$ cat src/rtl/aes_pkg.sv
// aes_pkg: shared AES types and round-count constants for the inverse-cipher control path
package aes_pkg;
  localparam int AES128_NR = 10;
  localparam int AES192_NR = 12;
  localparam int AES256_NR = 14;
  typedef enum logic [1:0] {NONE = 2'd0, ARK_ONLY = 2'd1, FULL = 2'd2, LAST = 2'd3} step_op_t;
  typedef enum logic [2:0] {ST_IDLE = 3'd0, ST_INIT = 3'd1, ST_ROUND = 3'd2, ST_FINAL = 3'd3, ST_DONE = 3'd4} inv_round_state_t;
endpackage

$ cat src/rtl/inv_round_ctrl_if.sv
// inv_round_ctrl_if: step handshake bus (step_valid/step_ready, round_idx, step_op); master = sequencer, slave = datapath
interface inv_round_ctrl_if #(parameter int ROUND_BITS = 4);
  logic step_valid;
  logic step_ready;
  logic [ROUND_BITS-1:0] round_idx;
  logic [1:0] step_op;
  modport master(output step_valid, round_idx, step_op, input step_ready);
  modport slave(input step_valid, round_idx, step_op, output step_ready);
endinterface

$ cat src/rtl/inv_round_ctrl_round_down_counter.sv
// round_down_counter: loadable down counter (clk, n_rst, load, load_val, dec -> count) that holds at 0 instead of wrapping
module round_down_counter #(parameter int W = 4) (
  input  logic         clk,
  input  logic         n_rst,
  input  logic         load,
  input  logic [W-1:0] load_val,
  input  logic         dec,
  output logic [W-1:0] count
);
  always_ff @(posedge clk or negedge n_rst)
    if (!n_rst) count <= '0;
    else if (load) count <= load_val;
    else if (dec && count != '0) count <= count - W'(1);
endmodule

$ cat src/rtl/inv_round_ctrl.sv
// inv_round_ctrl: AES inverse-cipher round sequencer (clk, n_rst, start, busy, done, step bus master; abort port with INV_ROUND_CTRL_ABORT_EN)
module inv_round_ctrl
  import aes_pkg::*;
#(
  parameter int NR = AES128_NR,
  parameter int ROUND_BITS = 4
) (
  input  logic clk,
  input  logic n_rst,
  input  logic start,
`ifdef INV_ROUND_CTRL_ABORT_EN
  input  logic abort,
`endif
  output logic busy,
  output logic done,
  inv_round_ctrl_if.master step
);
  localparam logic [2:0] IDLE  = ST_IDLE;
  localparam logic [2:0] INIT  = ST_INIT;
  localparam logic [2:0] ROUND = ST_ROUND;
  localparam logic [2:0] FINAL = ST_FINAL;
  localparam logic [2:0] DONE  = ST_DONE;
  logic [2:0] state, nxt;
  logic [ROUND_BITS-1:0] cnt;
  logic active, acc, abt;
`ifdef INV_ROUND_CTRL_ABORT_EN
  assign abt = abort && active;
`else
  assign abt = 1'b0;
`endif
  assign active = state == INIT || state == ROUND || state == FINAL;
  assign acc = active && step.step_ready;
  round_down_counter #(.W(ROUND_BITS)) u_cnt (
    .clk(clk),
    .n_rst(n_rst),
    .load((state == IDLE && start) || abt),
    .load_val(state == IDLE ? ROUND_BITS'(NR) : '0),
    .dec(acc && (state == INIT || state == ROUND)),
    .count(cnt)
  );
  always_comb begin
    nxt = abt ? IDLE :
          state == IDLE  ? (start ? INIT : IDLE) :
          state == INIT  ? (acc ? ROUND : INIT) :
          state == ROUND ? (acc && cnt == ROUND_BITS'(1) ? FINAL : ROUND) :
          state == FINAL ? (acc ? DONE : FINAL) : IDLE;
  end
  always_ff @(posedge clk or negedge n_rst)
    if (!n_rst) state <= IDLE;
    else state <= nxt;
  assign step.step_valid = active;
  assign step.round_idx = active ? cnt : '0;
  assign step.step_op = state == INIT ? ARK_ONLY : state == ROUND ? FULL : state == FINAL ? LAST : NONE;
  assign busy = state != IDLE;
  assign done = state == DONE;
endmodule

$ cat src/flat_wrapper.sv
// flat-port wrapper written by rule: the top's interface ports become plain ports
module inv_round_ctrl_flat import aes_pkg::*;
#(
  parameter int NR = AES128_NR,
  parameter int ROUND_BITS = 4
)
  (clk, n_rst, start, busy, done, step_step_valid, step_round_idx, step_step_op, step_step_ready);
  inv_round_ctrl_if #(.ROUND_BITS(ROUND_BITS)) step_i ();
  input  logic clk;
  input  logic n_rst;
  input  logic start;
  output logic busy;
  output logic done;
  output wire logic [$bits(step_i.step_valid)-1:0] step_step_valid;
  output wire logic [$bits(step_i.round_idx)-1:0] step_round_idx;
  output wire logic [$bits(step_i.step_op)-1:0] step_step_op;
  input wire logic [$bits(step_i.step_ready)-1:0] step_step_ready;
  assign step_step_valid = step_i.step_valid;
  assign step_round_idx = step_i.round_idx;
  assign step_step_op = step_i.step_op;
  assign step_i.step_ready = step_step_ready;
  inv_round_ctrl #(.NR(NR), .ROUND_BITS(ROUND_BITS)) u_core (.clk(clk), .n_rst(n_rst), .start(start), .busy(busy), .done(done), .step(step_i));
endmodule
$ cat config.mk
export PLATFORM = sky130hd
export DESIGN_NAME = inv_round_ctrl_flat
export DESIGN_NICKNAME = d
export VERILOG_FILES = /design/src/rtl/aes_pkg.sv /design/src/rtl/inv_round_ctrl_if.sv /design/src/rtl/inv_round_ctrl_round_down_counter.sv /design/src/rtl/inv_round_ctrl.sv /design/src/flat_wrapper.sv
export SDC_FILE = /design/constraint.sdc
export NUM_CORES = 1
export LEC_CHECK = 0
export BUFFER_PORTS_ARGS = -buffer_cell sky130_fd_sc_hd__buf_2
export CORE_AREA = 2 2 39 41
export DETAILED_ROUTE_END_ITERATION = 10
export DIE_AREA = 0 0 41 43
export PLACE_DENSITY_LB_ADDON = 0.08
export SYNTH_ARGS = -nofsm -noshare
export SYNTH_HDL_FRONTEND = slang
export SYNTH_SLANG_ARGS = --single-unit
$ cat constraint.sdc
create_clock -name clk -period 4.4 [get_ports clk]
set_clock_uncertainty 0.2 [all_clocks]
set_input_delay 1.32 -clock clk [delete_from_list [all_inputs] [get_ports clk]]
set_output_delay 1.32 -clock clk [all_outputs]
set_load 0.1 [all_outputs]
==> key figures, run 1 <==
Yosys
  • Commonest cells in the netlist: dfrtp_1, inv_1, nor2_1, nor3_1
  • Post-synthesis adder-cell area fraction: 0.05666
  • Cells after synthesis: 46
  • Mapped Nets: 52
  • Synth area leader: dfrtp_1
  • Xor-xnor portion of the synthesized cell area: 0.05949
  • Synthesis Warnings: 0
  • Mux share of post-synthesis cell area: 0.02266
  • Simple-gate share of the synthesized area: 0.3513
  • Post-synthesis compound-gate area fraction: 0.06799
  • Synth Flop Type: dfrtp_1
  • Register bit total from synthesis: 7
  • Top cell type's share of synthesized area: 0.3966
  • Synth cell types: 23
  • EDFF count, synth: 0
  • Top cells by area, synth: dfrtp_1, ha_1, nor4b_4, nor3_1, and2_1
  • Post-Syn Area: 441.7 um2
  • Seq/Total Area, Yosys: 0.3966
  • Largest family of logic cells by synthesized area: simple AND/OR/NAND/NOR gates
  • Mapped Avg Cell Area: 9.602 um2
  • Post-synth ARST share: 1.000
  • Count leader, synth: dfrtp_1

Worst setup path
  • R2r setup slk: 2.64 ns
  • CP endpoint kind: output port
  • Crit path required time: ~2.9 ns
  • FF-to-FF path depth: 6
  • Critical path type: flip-flop to output port
  • CP Launch Type: flip-flop
  • WP data arrival: 1.49 ns
  • Crit path from: u_core.state[2]
  • Max FO, Critical Path: 10
  • Reg2Reg Capture Point: u_core.u_cnt.count[3]
  • Worst Setup EP: step_round_idx[3]
  • FF-to-FF Start: u_core.u_cnt.count[0]

Timing
  • Worst-margin pin slew: between 0.4 and 0.5 ns
  • F_max: 331.9 MHz
  • Worst hold margin: roughly 0.38 ns
  • Final Critical Period: 3.013 ns
  • Final period util: 0.6848
  • Slew Limit Fails: 0
  • Unrepaired setup endpoints after global routing: false
  • Final hold vios: 0
  • Setup tns final: 0 ns
  • Final setup viols: 0
  • Worst slew margin: 0.6771

Drt
  • Wire length per cell: 11.25 um
  • Final wirelength: 866 um
  • Via count: 368
  • Post-DR vias/cell: approximately 4.8
  • Iter 0 DRT Violations: 2
  • Post-DRT Antenna Nets: 0
  • DR pass1 iterations: 2
  • DR DRC count: 0

Clocking
  • CTS Buf Count: 3
  • CTS Hold Bufs: 0
  • CTS root buffer: clkbuf_4
  • Total clock sinks: 7
  • Post-CTS setup buffer count: 0
  • CTS H-tree lvls: 1
  • Worst-path clk slew: 0.05 ns
  • Buffer depth of the longest clock path: 2
  • Worst-Skew Late Latency: 0.25 ns
  • TritonCTS clock tree: yes
  • # resized after CTS: 0

Floorplanning
  • Row Count: 14
  • Die width: 41 um
  • Die height: 43 um
  • Core Region: 0.001384 mm2
  • # IOs: 13
  • Die ar.: 0.001763 mm2
  • Initial core utilization: 0.3192

Finish
  • Register area: 175.2 um2
  • Multi-input logic area: ~250 um2
  • P&R area growth vs syn: 22.95%
  • FILL cells: about 150
  • Share of cells above drive strength 1: 0.3115
  • Diodes inserted: 0
  • Nets: 68

Placement
  • DP HPWL: around 680 um
  • PortBufs: 12
  • Final GP Congestion: 0.6904

Hold path
  • Hold/Removal Path Class: flip-flop to flip-flop

GRT
  • Routing usage on met3: 0.07853
  • First-pass GRT wire length: approximately 1.4 mm
  • GR Util met1: 0.1551
  • Largest net degree at the start of global routing: 11
  • Busiest grt layer: met2
  • Vias in the first global route: roughly 300
  • Initial antenna violation count: 0
  • Overflow after GRT: 0
  • GRT met2 Usage: 0.1656
  • Total track usage: 0.1225

Flow run
  • Max Cap Violations: 0

Outcome
  • Status: complete, no violations
kinds of logic after synthesis:
| family | count (synthesis) |
|---|---|
| adder cells (fa/ha/maj) | 2 |
| flip-flops | 7 |
| multiplexers | 1 |
| AO/OA/AOI/OAI | 5 |
| AND/OR/NAND/NOR | 23 |
| XOR/XNOR | 3 |
| buffers and inverters | 5 |
registers in the layout, indices dropped and copies added, names as in the netlist:
register,flops
u_core.state,3
u_core.u_cnt.count,4
routing by layer:
layer,wire (um),share of wire
met5,0,0
met4,0,0
met3,72,0.083
met2,403,0.47
met1,390,0.45
layout make-up:
class,count,area share
inverters,4,0.02765
flip-flops and latches,7,0.3226
multi-input cells,34,0.4539
clock buffers,4,0.04839
repair buffers,12,0.1106
well taps,16,0.03687
cells in the final DEF (no fill, tap or decap):
master | netlist | routed
nand2_1 | 1 | 1
nor2_1 | 4 | 4
and2_1 | 3 | 3
a31oi_1 | 2 | 2
nor4b_1 | 1 | 1
o21ai_0 | 1 | 1
a21oi_1 | 1 | 1
buf_2 | 1 | 12
xor2_1 | 1 | 1
and4bb_2 | 1 | 1
inv_1 | 4 | 4
clkbuf_4 | 0 | 3
or3_1 | 1 | 1
nor2_2 | 2 | 2
clkbuf_1 | 0 | 1
xnor2_1 | 2 | 2
nor3b_1 | 1 | 1
nor2b_1 | 3 | 3
nor3_1 | 4 | 4
mux2i_1 | 1 | 1
a211oi_1 | 1 | 1
or2b_1 | 1 | 1
nor4b_4 | 1 | 1
ha_1 | 2 | 2
dfrtp_1 | 7 | 7
through the flow:
step                      cell area, um2  std cells  utilization  worst slack [ns]
after floorplan                    441.7         46            -            0.1543
after global placement             516.7         73       0.3734             1.655
after detailed placement           516.7         73       0.3734             1.645
after CTS                          543.0         77       0.3924             1.370
after global routing               543.0         77       0.3924             1.251
final                              543.0         77       0.3924             1.387
worst min-delay path by stage:
stage                                from                    end  slack (ns)  depth (start not counted)
CTS                 u_core.u_cnt.count[3]  u_core.u_cnt.count[3]        0.38                          1
detailed placement  u_core.u_cnt.count[3]  u_core.u_cnt.count[3]        0.37                          1
global placement    u_core.u_cnt.count[1]  u_core.u_cnt.count[1]        0.38                          2
finish              u_core.u_cnt.count[3]  u_core.u_cnt.count[3]        0.38                          1
floorplan           u_core.u_cnt.count[3]  u_core.u_cnt.count[3]        0.31                          1
global route        u_core.u_cnt.count[3]  u_core.u_cnt.count[3]        0.42                          1
critical path: stages, from the launching register on:
cell and delay [ns]:
dfrtp_1 0.49, nor2_1 0.19, and2_1 0.14, buf_2 0.42
Power of run 1 is left out: the tool's default activity adds up to more than one toggle a clock period on the data nets, which glitch-free logic cannot reach.
==> inputs of run 2 (changes only) <==
==> constraint.sdc (replaced) <==
create_clock -name clk -period 3.1 [get_ports clk]
set_clock_uncertainty 0.2 [all_clocks]
set_input_delay 0.93 -clock clk [delete_from_list [all_inputs] [get_ports clk]]
set_output_delay 0.93 -clock clk [all_outputs]
set_load 0.1 [all_outputs]
==> key figures, run 2 (synthesis results as in run 1) <==
Timing
  • Worst hold margin: 0.3106 ns
  • Worst slew margin: 0.6773
  • Final period util: 0.8542
  • Final Critical Period: 2.648 ns
  • Final setup margin: 0.4520 ns
  • F_max: approximately 380 MHz
  • Unrepaired setup endpoints after global routing: false
  • Worst-margin pin slew: slightly below 0.5 ns
  • Final hold vios: 0
  • Slew Limit Fails: 0
  • Setup tns final: 0 ns
  • Final setup viols: 0

Worst setup path
  • Delay of the slowest critical-path stage: ~0.43 ns
  • Crit path from: u_core.state[1]
  • Slowest-stage cell, CP: dfrtp_1
  • R2r setup slk: 1.35 ns
  • Max FO, Critical Path: 5
  • FF-to-FF Start: u_core.u_cnt.count[0]
  • Crit path required time: about 2.0 ns
  • WP data arrival: 1.52 ns
  • Critical path type: flip-flop to output port
  • Reg2Reg Capture Point: u_core.u_cnt.count[3]
  • Worst Setup EP: done
  • FF-to-FF path depth: 6
  • Critical-path cell list: nor2_1, and2_1, buf_2
  • CP Launch Type: flip-flop
  • CP endpoint kind: output port

Placement
  • Place WS: between 0.7 and 0.8 ns
  • DP HPWL: 698.5 um
  • Final GP Congestion: 0.6949
  • PortBufs: 12

Finish
  • FILL cells: 150
  • Final design utilization: 0.3951
  • P&R area growth vs syn: 23.80%
  • Largest registers: u_core.u_cnt.count: 4 flops, u_core.state: 3 flops
  • Share of cells above drive strength 1: 0.3443
  • Max reg flops: 4
  • Most frequent cells in the layout: buf_2, dfrtp_1, inv_1, nor3_1
  • Multi-input logic area: between 200 and 300 um2
  • Diodes inserted: 0
  • Register area: 175.2 um2
  • Largest register by flop count: u_core.u_cnt.count
  • Commonest non-fill, non-tap cell in the layout: buf_2
  • Nets: a little under 70

Outcome
  • Status: complete, no violations

Drt
  • Wire length per cell: around 11 um
  • Post-DRT Antenna Nets: 0
  • Iter 0 DRT Violations: 5
  • Final wirelength: 861 um
  • DR pass1 iterations: 2
  • Via count: between 300 and 400
  • DR DRC count: 0
  • Post-DR vias/cell: 4.610

Clocking
  • Buffer depth of the longest clock path: 2
  • # resized after CTS: 0
  • Total clock sinks: 7
  • CTS root buffer: clkbuf_4
  • CTS Hold Bufs: 0
  • Post-CTS setup buffer count: 0
  • CTS H-tree lvls: 1
  • CTS Buf Count: 3
  • TritonCTS clock tree: yes
  • Worst-path clk slew: approximately 0.05 ns
  • Worst-Skew Late Latency: 0.24 ns

GRT
  • Largest net degree at the start of global routing: 11
  • Total track usage: 0.1269
  • Initial antenna violation count: 0
  • Overflow after GRT: 0
  • Vias in the first global route: 360
  • First-pass GRT wire length: 1.483 mm

Floorplanning
  • Core Region: 0.001384 mm2
  • Initial core utilization: 0.3192
  • Die ar.: 0.001763 mm2
  • # IOs: 13
  • Row Count: 14
  • Die height: 43 um
  • Die width: 41 um

Hold path
  • Hold/Removal Path Class: primary input to asynchronous set/reset pin

Flow run
  • Max Cap Violations: 0
-- run 2: metal layers --
| layer | wire length, um | part of all wire | vias up | track usage |
|---|---|---|---|---|
| li1 | - | - | 186 | - |
| met1 | 422 | 0.49 | 160 | 0.1667 |
| met2 | 391 | 0.45 | 9 | 0.1781 |
| met3 | 47 | 0.055 | 0 | 0.01571 |
| met4 | 0 | 0 | 0 | 0.1000 |
| met5 | 0 | 0 | - | 0 |
-- run 2: worst min path at each step --
| stage | end | slack [ns] |
|---|---|---|
| 2_1_floorplan | u_core.u_cnt.count[3] | 0.31 |
| 3_3_place_gp | u_core.u_cnt.count[3] | 0.36 |
| 3_5_place_dp | u_core.u_cnt.count[3] | 0.36 |
| 4_1_cts | u_core.u_cnt.count[0] | 0.30 |
| 5_1_grt | u_core.u_cnt.count[1] | 0.30 |
| 6_report | u_core.u_cnt.count[0] | 0.31 |
-- run 2: metrics by stage --
step	std cells	area, um2
2_1_floorplan	46	445.4
3_3_place_gp	73	520.5
3_5_place_dp	73	520.5
4_1_cts	77	546.8
5_1_grt	77	546.8
6_report	77	546.8
-- run 2: worst max-delay path, delay by kind of cell, from the launching register on --
| family | cells | cell delay (ns) |
|---|---|---|
| buffers and inverters | 1 | 0.42 |
| and+or+nand+nor | 2 | 0.42 |
| DFF | 1 | 0.43 |
-- run 2: layout make-up --
cell class	instances	share of cell area
flip-flops and latches	7	0.3204
inverters	4	0.02746
well taps	16	0.03661
multi-input cells	34	0.4577
clock buffers	4	0.04805
repair buffers	12	0.1098
Power of run 2 is left out for the same reason.
==> inputs of run 3 (changes only) <==
--- a/config.mk
+++ b/config.mk
@@ -9,7 +9,8 @@
 export CORE_AREA = 2 2 39 41
 export DETAILED_ROUTE_END_ITERATION = 10
 export DIE_AREA = 0 0 41 43
-export PLACE_DENSITY_LB_ADDON = 0.08
+export MAX_ROUTING_LAYER = met4
+export PLACE_DENSITY = 0.66
 export SYNTH_ARGS = -nofsm -noshare
 export SYNTH_HDL_FRONTEND = slang
 export SYNTH_SLANG_ARGS = --single-unit
==> key figures, run 3 (synthesis results as in run 1) <==
Floorplanning
  • Initial core utilization: 0.3192
  • Die width: 41 um
  • Die ar.: between 0.0015 and 0.002 mm2
  • Die height: 43 um
  • Core Region: 0.001384 mm2
  • # IOs: 13
  • Row Count: 14

Finish
  • Nets: 68
  • Largest register by flop count: u_core.u_cnt.count
  • Diodes inserted: 0
  • P&R area growth vs syn: 23.80%
  • Commonest non-fill, non-tap cell in the layout: buf_2
  • Non-Filler Instances: between 70 and 80
  • Max reg flops: 4
  • Largest registers: u_core.u_cnt.count: 4 flops, u_core.state: 3 flops
  • Share of cells above drive strength 1: 0.3443
  • Most frequent cells in the layout: buf_2, dfrtp_1, inv_1, nor3_1
  • FILL cells: roughly 140

Clocking
  • CTS root buffer: clkbuf_4
  • Buffer depth of the longest clock path: 2
  • Worst-Skew Late Latency: 0.26 ns
  • CTS Hold Bufs: 0
  • Post-CTS setup buffer count: 0
  • CTS Buf Count: 3
  • # resized after CTS: 0
  • CTS H-tree lvls: 1
  • TritonCTS clock tree: yes
  • Worst-path clk slew: 0.05 ns
  • Total clock sinks: 7

Placement
  • Inst Count DP: 73
  • Place WS: just over 0.7 ns
  • PortBufs: 12
  • DP HPWL: 693.8 um
  • Final GP Congestion: 0.6819

Timing
  • Final period util: 0.8538
  • Final hold vios: 0
  • Unrepaired setup endpoints after global routing: false
  • Final setup margin: 0.4531 ns
  • Final setup viols: 0
  • Final Critical Period: approximately 2.6 ns
  • Worst slew margin: 0.6761
  • Slew Limit Fails: 0
  • Worst-margin pin slew: 0.4892 ns
  • Setup tns final: 0 ns
  • F_max: between 300 and 400 MHz

GRT
  • Initial antenna violation count: 0
  • Largest net degree at the start of global routing: 11
  • Total track usage: 0.1202
  • First-pass GRT wire length: between 1 and 1.5 mm
  • Vias in the first global route: roughly 350
  • Overflow after GRT: 0

Drt
  • Post-DR vias/cell: 4.961
  • Post-DRT Antenna Nets: 0
  • Wire length per cell: 11.32 um
  • DR DRC count: 0
  • Via count: 382
  • Iter 0 DRT Violations: 3
  • Metal-1 WL: 382 um
  • DR pass1 iterations: 4
  • Final wirelength: roughly 870 um
  • DR WL met3: 69 um
  • Top Layer Used: met4
  • Metal2 WL: 394 um

Outcome
  • Status: complete, no violations

Worst setup path
  • Critical path type: flip-flop to output port
  • Max FO, Critical Path: 5
  • Critical-path cell list: nor2_1, and2_1, buf_2
  • Slowest-stage cell, CP: dfrtp_1
  • Crit path required time: 1.97 ns
  • CP Launch Type: flip-flop
  • WP data arrival: 1.52 ns
  • Delay of the slowest critical-path stage: 0.43 ns
  • FF-to-FF path depth: 6
  • CP endpoint kind: output port

Flow run
  • Max Cap Violations: 0

Hold path
  • Hold/Removal Path Class: primary input to asynchronous set/reset pin
-- run 3: layout make-up --
class	instances	area [um2]	share of cell area
clock buffers	4	26.28	0.04805
inverters	4	15.01	0.02746
multi-input cells	34	250.2	0.4577
flip-flops and latches	7	175.2	0.3204
well taps	16	20.02	0.03661
repair buffers	12	60.06	0.1098
-- run 3: path summary, 6_finish.rpt --
kind / end / slack (ns) / startpoint
worst max-delay path: done / 0.45 / u_core.state[1]
worst min-delay path: u_core.u_cnt.count[3] / 0.30 / n_rst
worst max register to register: u_core.u_cnt.count[3] / 1.36 / u_core.u_cnt.count[0]
worst min register to register: u_core.u_cnt.count[1] / 0.36 / u_core.u_cnt.count[1]
max in group asynchronous: u_core.state[1] / 2.25 / n_rst
min in group clk: u_core.u_cnt.count[1] / 0.36 / u_core.u_cnt.count[1]
-- run 3: metrics by stage --
step	util	cell area, um2	hold WS (ns)
global placement	0.3761	520.5	0.3517
global route	0.3951	546.8	0.2995
floorplan	-	445.4	0.3056
CTS	0.3951	546.8	0.3015
detailed placement	0.3761	520.5	0.3514
finish	0.3951	546.8	0.2965
-- run 3: routing by layer --
layer,track usage,up-vias
li1,-,187
met1,0.1447,175
met2,0.1688,15
met3,0.01571,5
met4,0.1000,0
met5,-,-
-- run 3: worst max-delay path: cells and delay by family, from the launching register on --
kind                   cells  cell delay (ns)
DFF                        1             0.43
buffers and inverters      1             0.42
and+or+nand+nor            2             0.41
Power of run 3 is left out for the same reason.
